**src/rtl/spi_ctrl_pkg.sv**
```systemverilog
// Shared types and defaults for the SPI transfer control path.
package spi_ctrl_pkg;

    typedef enum logic [1:0] {
        S_IDLE,
        S_ISSUE,
        S_WAIT,
        S_DONE
    } seq_state_t;

    localparam logic [7:0] DEF_DUMMY_BYTE = 8'hFF;
    localparam int         DEF_FIFO_DEPTH = 8;

endpackage

```
**src/rtl/spi_sync_fifo.sv**
```systemverilog
// Single-clock FIFO with first-word-fall-through read data and synchronous flush.
module spi_sync_fifo #(
    parameter  int DEPTH = 8,
    parameter  int WIDTH = 8,
    localparam int AW    = $clog2(DEPTH),
    localparam int LW    = AW + 1
) (
    input  logic             clk_i,
    input  logic             reset_n_i,
    input  logic             flush_i,
    input  logic             push_i,
    input  logic [WIDTH-1:0] wdata_i,
    input  logic             pop_i,
    output logic [WIDTH-1:0] rdata_o,
    output logic             full_o,
    output logic             empty_o,
    output logic [LW-1:0]    level_o
);

    logic [WIDTH-1:0] mem [DEPTH];
    logic [AW-1:0]    wr_ptr;
    logic [AW-1:0]    rd_ptr;
    logic [LW-1:0]    level;
    logic             do_push;
    logic             do_pop;

    assign full_o  = (level == LW'(DEPTH));
    assign empty_o = (level == '0);
    assign level_o = level;

    // A full FIFO refuses a push even when a pop frees a slot that same cycle.
    assign do_push = push_i && !full_o && !flush_i;
    assign do_pop  = pop_i && !empty_o && !flush_i;

    // Head is forced to zero when empty so stale storage never leaks out.
    assign rdata_o = empty_o ? '0 : mem[rd_ptr];

    always_ff @(posedge clk_i) begin
        if (do_push) begin
            mem[wr_ptr] <= wdata_i;
        end
    end

    always_ff @(posedge clk_i or negedge reset_n_i) begin
        if (!reset_n_i) begin
            wr_ptr <= '0;
            rd_ptr <= '0;
            level  <= '0;
        end else if (flush_i) begin
            wr_ptr <= '0;
            rd_ptr <= '0;
            level  <= '0;
        end else begin
            if (do_push) begin
                wr_ptr <= wr_ptr + AW'(1);
            end
            if (do_pop) begin
                rd_ptr <= rd_ptr + AW'(1);
            end
            case ({do_push, do_pop})
                2'b10:   level <= level + LW'(1);
                2'b01:   level <= level - LW'(1);
                default: level <= level;
            endcase
        end
    end

endmodule

```
**src/rtl/spi_xfer_sequencer.sv**
```systemverilog
// Multi-byte transfer sequencer feeding spi_protocol_engine one byte at a time.
//   state   | meaning
//   S_IDLE  | waiting for start; flush allowed
//   S_ISSUE | offering next byte to engine (stalls on TX empty / RX full)
//   S_WAIT  | one byte in flight, waiting for engine rx_valid
//   S_DONE  | one-cycle completion pulse
module spi_xfer_sequencer
    import spi_ctrl_pkg::*;
#(
    parameter  int         FIFO_DEPTH = DEF_FIFO_DEPTH,
    parameter  logic [7:0] DUMMY_BYTE = DEF_DUMMY_BYTE,
    localparam int         LVL_W      = $clog2(FIFO_DEPTH) + 1
) (
    input  logic             clk_i,
    input  logic             reset_n_i,
    input  logic             start_i,
    input  logic [15:0]      len_i,
    input  logic             rx_only_i,
    input  logic             abort_i,
    input  logic             flush_i,
    input  logic [7:0]       tx_wdata_i,
    input  logic             tx_wvalid_i,
    output logic             tx_wready_o,
    output logic [7:0]       rx_rdata_o,
    output logic             rx_rvalid_o,
    input  logic             rx_rready_i,
    output logic             eng_enable_o,
    output logic [7:0]       eng_tx_data_o,
    output logic             eng_tx_valid_o,
    input  logic             eng_tx_ready_i,
    input  logic [7:0]       eng_rx_data_i,
    input  logic             eng_rx_valid_i,
    output logic             busy_o,
    output logic             done_o,
    output logic             aborted_o,
    output logic [15:0]      bytes_left_o,
    output logic [LVL_W-1:0] tx_level_o,
    output logic [LVL_W-1:0] rx_level_o
);

    seq_state_t  state;
    logic [15:0] bytes_left;
    logic        rx_only;
    logic        abort_pend;
    logic        aborted;

    logic        tx_full, tx_empty, rx_full, rx_empty;
    logic [7:0]  tx_head;
    logic        handshake;
    logic        flush_ok;
    logic        rx_push;

    assign flush_ok  = flush_i && (state == S_IDLE);
    assign rx_push   = (state == S_WAIT) && eng_rx_valid_i;
    assign handshake = eng_tx_valid_o && eng_tx_ready_i;

    // Issue is gated on RX space so the RX FIFO can never overflow.
    assign eng_tx_valid_o = (state == S_ISSUE) && (rx_only || !tx_empty) && !rx_full;
    assign eng_tx_data_o  = rx_only ? DUMMY_BYTE : tx_head;

    assign busy_o       = (state != S_IDLE);
    assign eng_enable_o = (state != S_IDLE);
    assign done_o       = (state == S_DONE);
    assign aborted_o    = aborted;
    assign bytes_left_o = bytes_left;
    assign tx_wready_o  = !tx_full;
    assign rx_rvalid_o  = !rx_empty;

    spi_sync_fifo #(.DEPTH(FIFO_DEPTH), .WIDTH(8)) u_tx_fifo (
        .clk_i     (clk_i),
        .reset_n_i (reset_n_i),
        .flush_i   (flush_ok),
        .push_i    (tx_wvalid_i),
        .wdata_i   (tx_wdata_i),
        .pop_i     (handshake && !rx_only),
        .rdata_o   (tx_head),
        .full_o    (tx_full),
        .empty_o   (tx_empty),
        .level_o   (tx_level_o)
    );

    spi_sync_fifo #(.DEPTH(FIFO_DEPTH), .WIDTH(8)) u_rx_fifo (
        .clk_i     (clk_i),
        .reset_n_i (reset_n_i),
        .flush_i   (flush_ok),
        .push_i    (rx_push),
        .wdata_i   (eng_rx_data_i),
        .pop_i     (rx_rready_i),
        .rdata_o   (rx_rdata_o),
        .full_o    (rx_full),
        .empty_o   (rx_empty),
        .level_o   (rx_level_o)
    );

    always_ff @(posedge clk_i or negedge reset_n_i) begin
        if (!reset_n_i) begin
            state      <= S_IDLE;
            bytes_left <= '0;
            rx_only    <= 1'b0;
            abort_pend <= 1'b0;
            aborted    <= 1'b0;
        end else begin
            case (state)
                S_IDLE: begin
                    if (start_i) begin
                        bytes_left <= len_i;
                        rx_only    <= rx_only_i;
                        abort_pend <= 1'b0;
                        aborted    <= 1'b0;
                        state      <= (len_i == 16'd0) ? S_DONE : S_ISSUE;
                    end
                end
                S_ISSUE: begin
                    // An abort coinciding with a handshake lets that byte finish first.
                    if (handshake) begin
                        state <= S_WAIT;
                        if (abort_i) begin
                            abort_pend <= 1'b1;
                        end
                    end else if (abort_i) begin
                        state   <= S_DONE;
                        aborted <= 1'b1;
                    end
                end
                S_WAIT: begin
                    if (eng_rx_valid_i) begin
                        bytes_left <= bytes_left - 16'd1;
                        if (bytes_left == 16'd1 || abort_pend || abort_i) begin
                            state   <= S_DONE;
                            aborted <= abort_pend || abort_i;
                        end else begin
                            state <= S_ISSUE;
                        end
                    end else if (abort_i) begin
                        abort_pend <= 1'b1;
                    end
                end
                S_DONE: begin
                    state <= S_IDLE;
                end
                default: begin
                    state <= S_IDLE;
                end
            endcase
        end
    end

endmodule

```
**config.mk**
```make
export PLATFORM = sky130hd
export DESIGN_NAME = spi_xfer_sequencer
export DESIGN_NICKNAME = d
export VERILOG_FILES = /design/src/rtl/spi_ctrl_pkg.sv /design/src/rtl/spi_sync_fifo.sv /design/src/rtl/spi_xfer_sequencer.sv
export SDC_FILE = /design/constraint.sdc
export NUM_CORES = 1
export LEC_CHECK = 0
export CELL_PAD_IN_SITES_DETAIL_PLACEMENT = 1
export CELL_PAD_IN_SITES_GLOBAL_PLACEMENT = 1
export CORE_MARGIN = 3
export CORE_UTILIZATION = 57
export DETAILED_ROUTE_END_ITERATION = 8
export DONT_BUFFER_PORTS = 1
export PLACE_DENSITY_LB_ADDON = 0.1
export SLEW_MARGIN = 20
export SYNTH_ARGS = -nofsm -noshare
export SYNTH_HDL_FRONTEND = slang
export SYNTH_SLANG_ARGS = --single-unit
```
**constraint.sdc**
```tcl
create_clock -name clk_i -period 4.4 [get_ports clk_i]
set_input_delay 1.1 -clock clk_i [delete_from_list [all_inputs] [get_ports clk_i]]
set_output_delay 1.1 -clock clk_i [all_outputs]
set_load 0.005 [all_outputs]
```
==> impl_metrics.csv <==
group,metric,value,unit
place,place_congestion,0.799,
yosys,ys_types,53,
clocking,clk_pin_slew,70,ps
clocking,cts_setup_buffers,0,
grt,grt_max_degree,42,
grt,grt-busiest-layer,"met2",
grt,antenna_found_initial,0,
place,dp.cells,675,
timing,setup_viol,0,
setup_path,crit_path_max_fanout,10,
setup_path,reg2reg_depth,11,
yosys,synthFlopType,"edfxtp_1",
setup_path,crit_required,3300,ps
clocking,numCtsBuffers,17,
clocking,clock_latency,430,ps
setup_path,r2r_slack,1320,ps
final_layout,multi_input_area,0.00258,mm^2
power,p_per_area,681,mW/mm^2
grt,overflow,0,
yosys,yosys.area_share.simple,9.63,%
yosys,avgSynthCellArea,14.8,um^2
clocking,htreeDepth,4,
clocking,numClockSinks,169,
yosys,synth_edf_count,128,
route,wire_per_inst,24.1,um
setup_path,timing.rr.start,"state[1]",
grt,grt_first_pass_wirelength,27.0,mm
timing,relSlewSlack,40.3,%
clocking,cts_tree,"done",
route,routed_wirelength,17.0,mm
timing,tightest_slew,892,ps
yosys,synth_fp_nets,575,
route,vias,4445,
floorplan,die_h,122,um
grt,first_global_vias,4798,
final_layout,fill_cells,1191,
yosys,synth_adder_area_share,2.99,%
final_layout,nNetsFinal,581,
yosys,synth_top_family_by_area,"multiplexers",
route,drc,0,
route,vias_per_cell,6.29,
route,ant_nets,0,
timing,final.setup.tns,0,ps
place,port_buffers,0,
grt,met1_usage,31.0,%
final_layout,antenna_cells,0,
setup_path,worstPathArrival,2390,ps
job,drv.max_cap_violation_count,0,
status,status,"finished clean",
setup_path,critPathLaunchType,"flop",
floorplan,ios,89,
yosys,synth.area.mux_share,13.8,%
clocking,post_cts_resized,0,
yosys,synth_warnings,0,
final_layout,finish.utilization,65.7,%
power,ir_worst_vdd,0.000408,V
power,p_leak,2.96,nW
route,drt_iter0_drc,297,
yosys,yosysSeqAreaShare,64.0,%
min_path,hold_class,"in -> async",
yosys,synth_compound_area_share,5.90,%
timing,whs,358,ps
clocking,clockRootBuffer,"clkbuf_16",
final_layout,drive_gt1_share,16.3,%
floorplan,core,0.0128,mm^2
yosys,synth_xor_area_share,1.38,%
final_layout,final_cells,707,
setup_path,reg2reg_to,"u_tx_fifo.level_o[3]",
yosys,synth_seq_cells,169,
final_layout,regArea,0.00487,mm^2
yosys,async_flop_share,24.3,%
setup_path,critPathCaptureType,"output port",
floorplan,die_x,122,um
timing,slew_violations,0,
clocking,clock_path_buffers,2,
grt,grtUsageMet2,41.9,%
timing,period_share,79.2,%
yosys,synthCells,516,
floorplan,rows,41,
grt,globalRouteMet3Util,6.08,%
grt,grt_usage,24.5,%
floorplan,start_util,59.3,%
timing,finalHoldViolCount,0,
timing,period_needed,3490,ps
place,dp_hpwl,11.6,mm
timing,timing.fmax,287,MHz
floorplan,die_area,0.0148,mm^2
final_layout,area_delta_synth_final,10.8,%
timing,finClkSkew,7.23,ps
clocking,cts_hold_buf,0,
yosys,syn_area,0.00761,mm^2
route,dr.pass1.iters,4,
timing,rsz0062_at_grt,"no",
setup_path,critical_path_class,"reg -> out",
-- worst max-delay path, cell delays in order (launching register included) --
cell	delay, ps
dfrtp_1	680
buf_4	350
mux4_2	550
mux2i_1	210
o21ai_0	170
-- cell usage in the layout, fill, tap and decap left out, types with 5 or more instances in the layout --
master       n
dfrtp_1     41
nor3_1      11
xor2_1       6
edfxtp_1   128
a21oi_1     22
mux2i_1     31
inv_8        7
mux4_2      32
buf_4       11
or3_1        5
nand2_1     29
nor2_1      50
nand3_1      9
o21ai_0     19
ha_1        15
and3_1       6
clkbuf_16   17
inv_1       14
xnor2_1      6
o22ai_1     13
-- cell usage after synthesis (5+ instances only) --
master	count	share of area, %
mux4_2	32	9.5
clkbuf_1	9	0.44
nor3_1	12	0.79
xor2_1	6	0.69
nand2_1	29	1.4
mux2i_1	31	4.1
nor2_1	50	2.5
or3_1	5	0.41
nor4_1	5	0.41
dfrtp_1	41	13
inv_1	14	0.69
nand3_1	9	0.59
a21oi_1	22	1.4
buf_2	9	0.59
xnor2_1	6	0.69
o22ai_1	13	1.1
edfxtp_1	128	51
o21ai_0	19	1.2
and3_1	6	0.49
ha_1	15	2.5
-- stage by stage --
stage | worst slack (ps) | power, W | area [um^2]
2_1_floorplan | 1510 | 0.00370 | 7610
3_3_place_gp | 1330 | 0.00408 | 7800
3_5_place_dp | 1100 | 0.00419 | 7800
4_1_cts | 857 | 0.00579 | 8430
5_1_grt | 745 | 0.00610 | 8430
6_report | 913 | 0.00574 | 8430
-- registers in the layout (all words and copies together), names as in the netlist, 2 cells and up --
register,flops
u_rx_fifo.level_o,4
bytes_left_o,16
u_rx_fifo.rd_ptr,3
u_tx_fifo.wr_ptr,3
u_tx_fifo.level_o,4
u_tx_fifo.mem,64
u_tx_fifo.rd_ptr,3
state,2
u_rx_fifo.wr_ptr,3
u_rx_fifo.mem,64
-- power breakdown --
group / total, W / internal (W) / leakage [nW] / switching [W]
Clock: 0.00158 / 0.000921 / 0.309 / 0.000664
Combinational: 0.00175 / 0.000795 / 1.01 / 0.000958
Sequential: 0.00240 / 0.00200 / 1.65 / 0.000409
-- cell families after synthesis --
logic type      Yosys count
compound gates           73
flops                   169
xor+xnor                 12
buf+inv                  38
simple gates            142
mux                      65
fa+ha+maj                17
-- worst max-delay path by stage --
stage	startpoint	end	slack, ps	cells after the start
3_3_place_gp	eng_tx_ready_i	u_tx_fifo.level_o[3]	1330	9
5_1_grt	u_tx_fifo.rd_ptr[0]	eng_tx_data_o[1]	750	4
6_report	u_tx_fifo.rd_ptr[0]	eng_tx_data_o[1]	910	4
4_1_cts	u_tx_fifo.rd_ptr[0]	eng_tx_data_o[1]	860	4
2_1_floorplan	eng_tx_ready_i	u_tx_fifo.level_o[3]	1510	9
3_5_place_dp	eng_tx_ready_i	u_tx_fifo.level_o[3]	1100	9
-- area by class of cell --
type | instances | area share (%)
timing repair buffer | 11 | 0.979
sequential | 169 | 57.8
tap | 172 | 2.55
inverter | 14 | 0.623
multi-input combinational | 309 | 30.6
clock inverter | 15 | 2.45
clock buffer | 17 | 5.05
-- metal layers --
layer,vias up,wire length (um)
li1,2003,-
met1,2302,6660
met2,120,9100
met3,20,969
met4,0,278
met5,-,0
(Power assumes the default switching activity.)
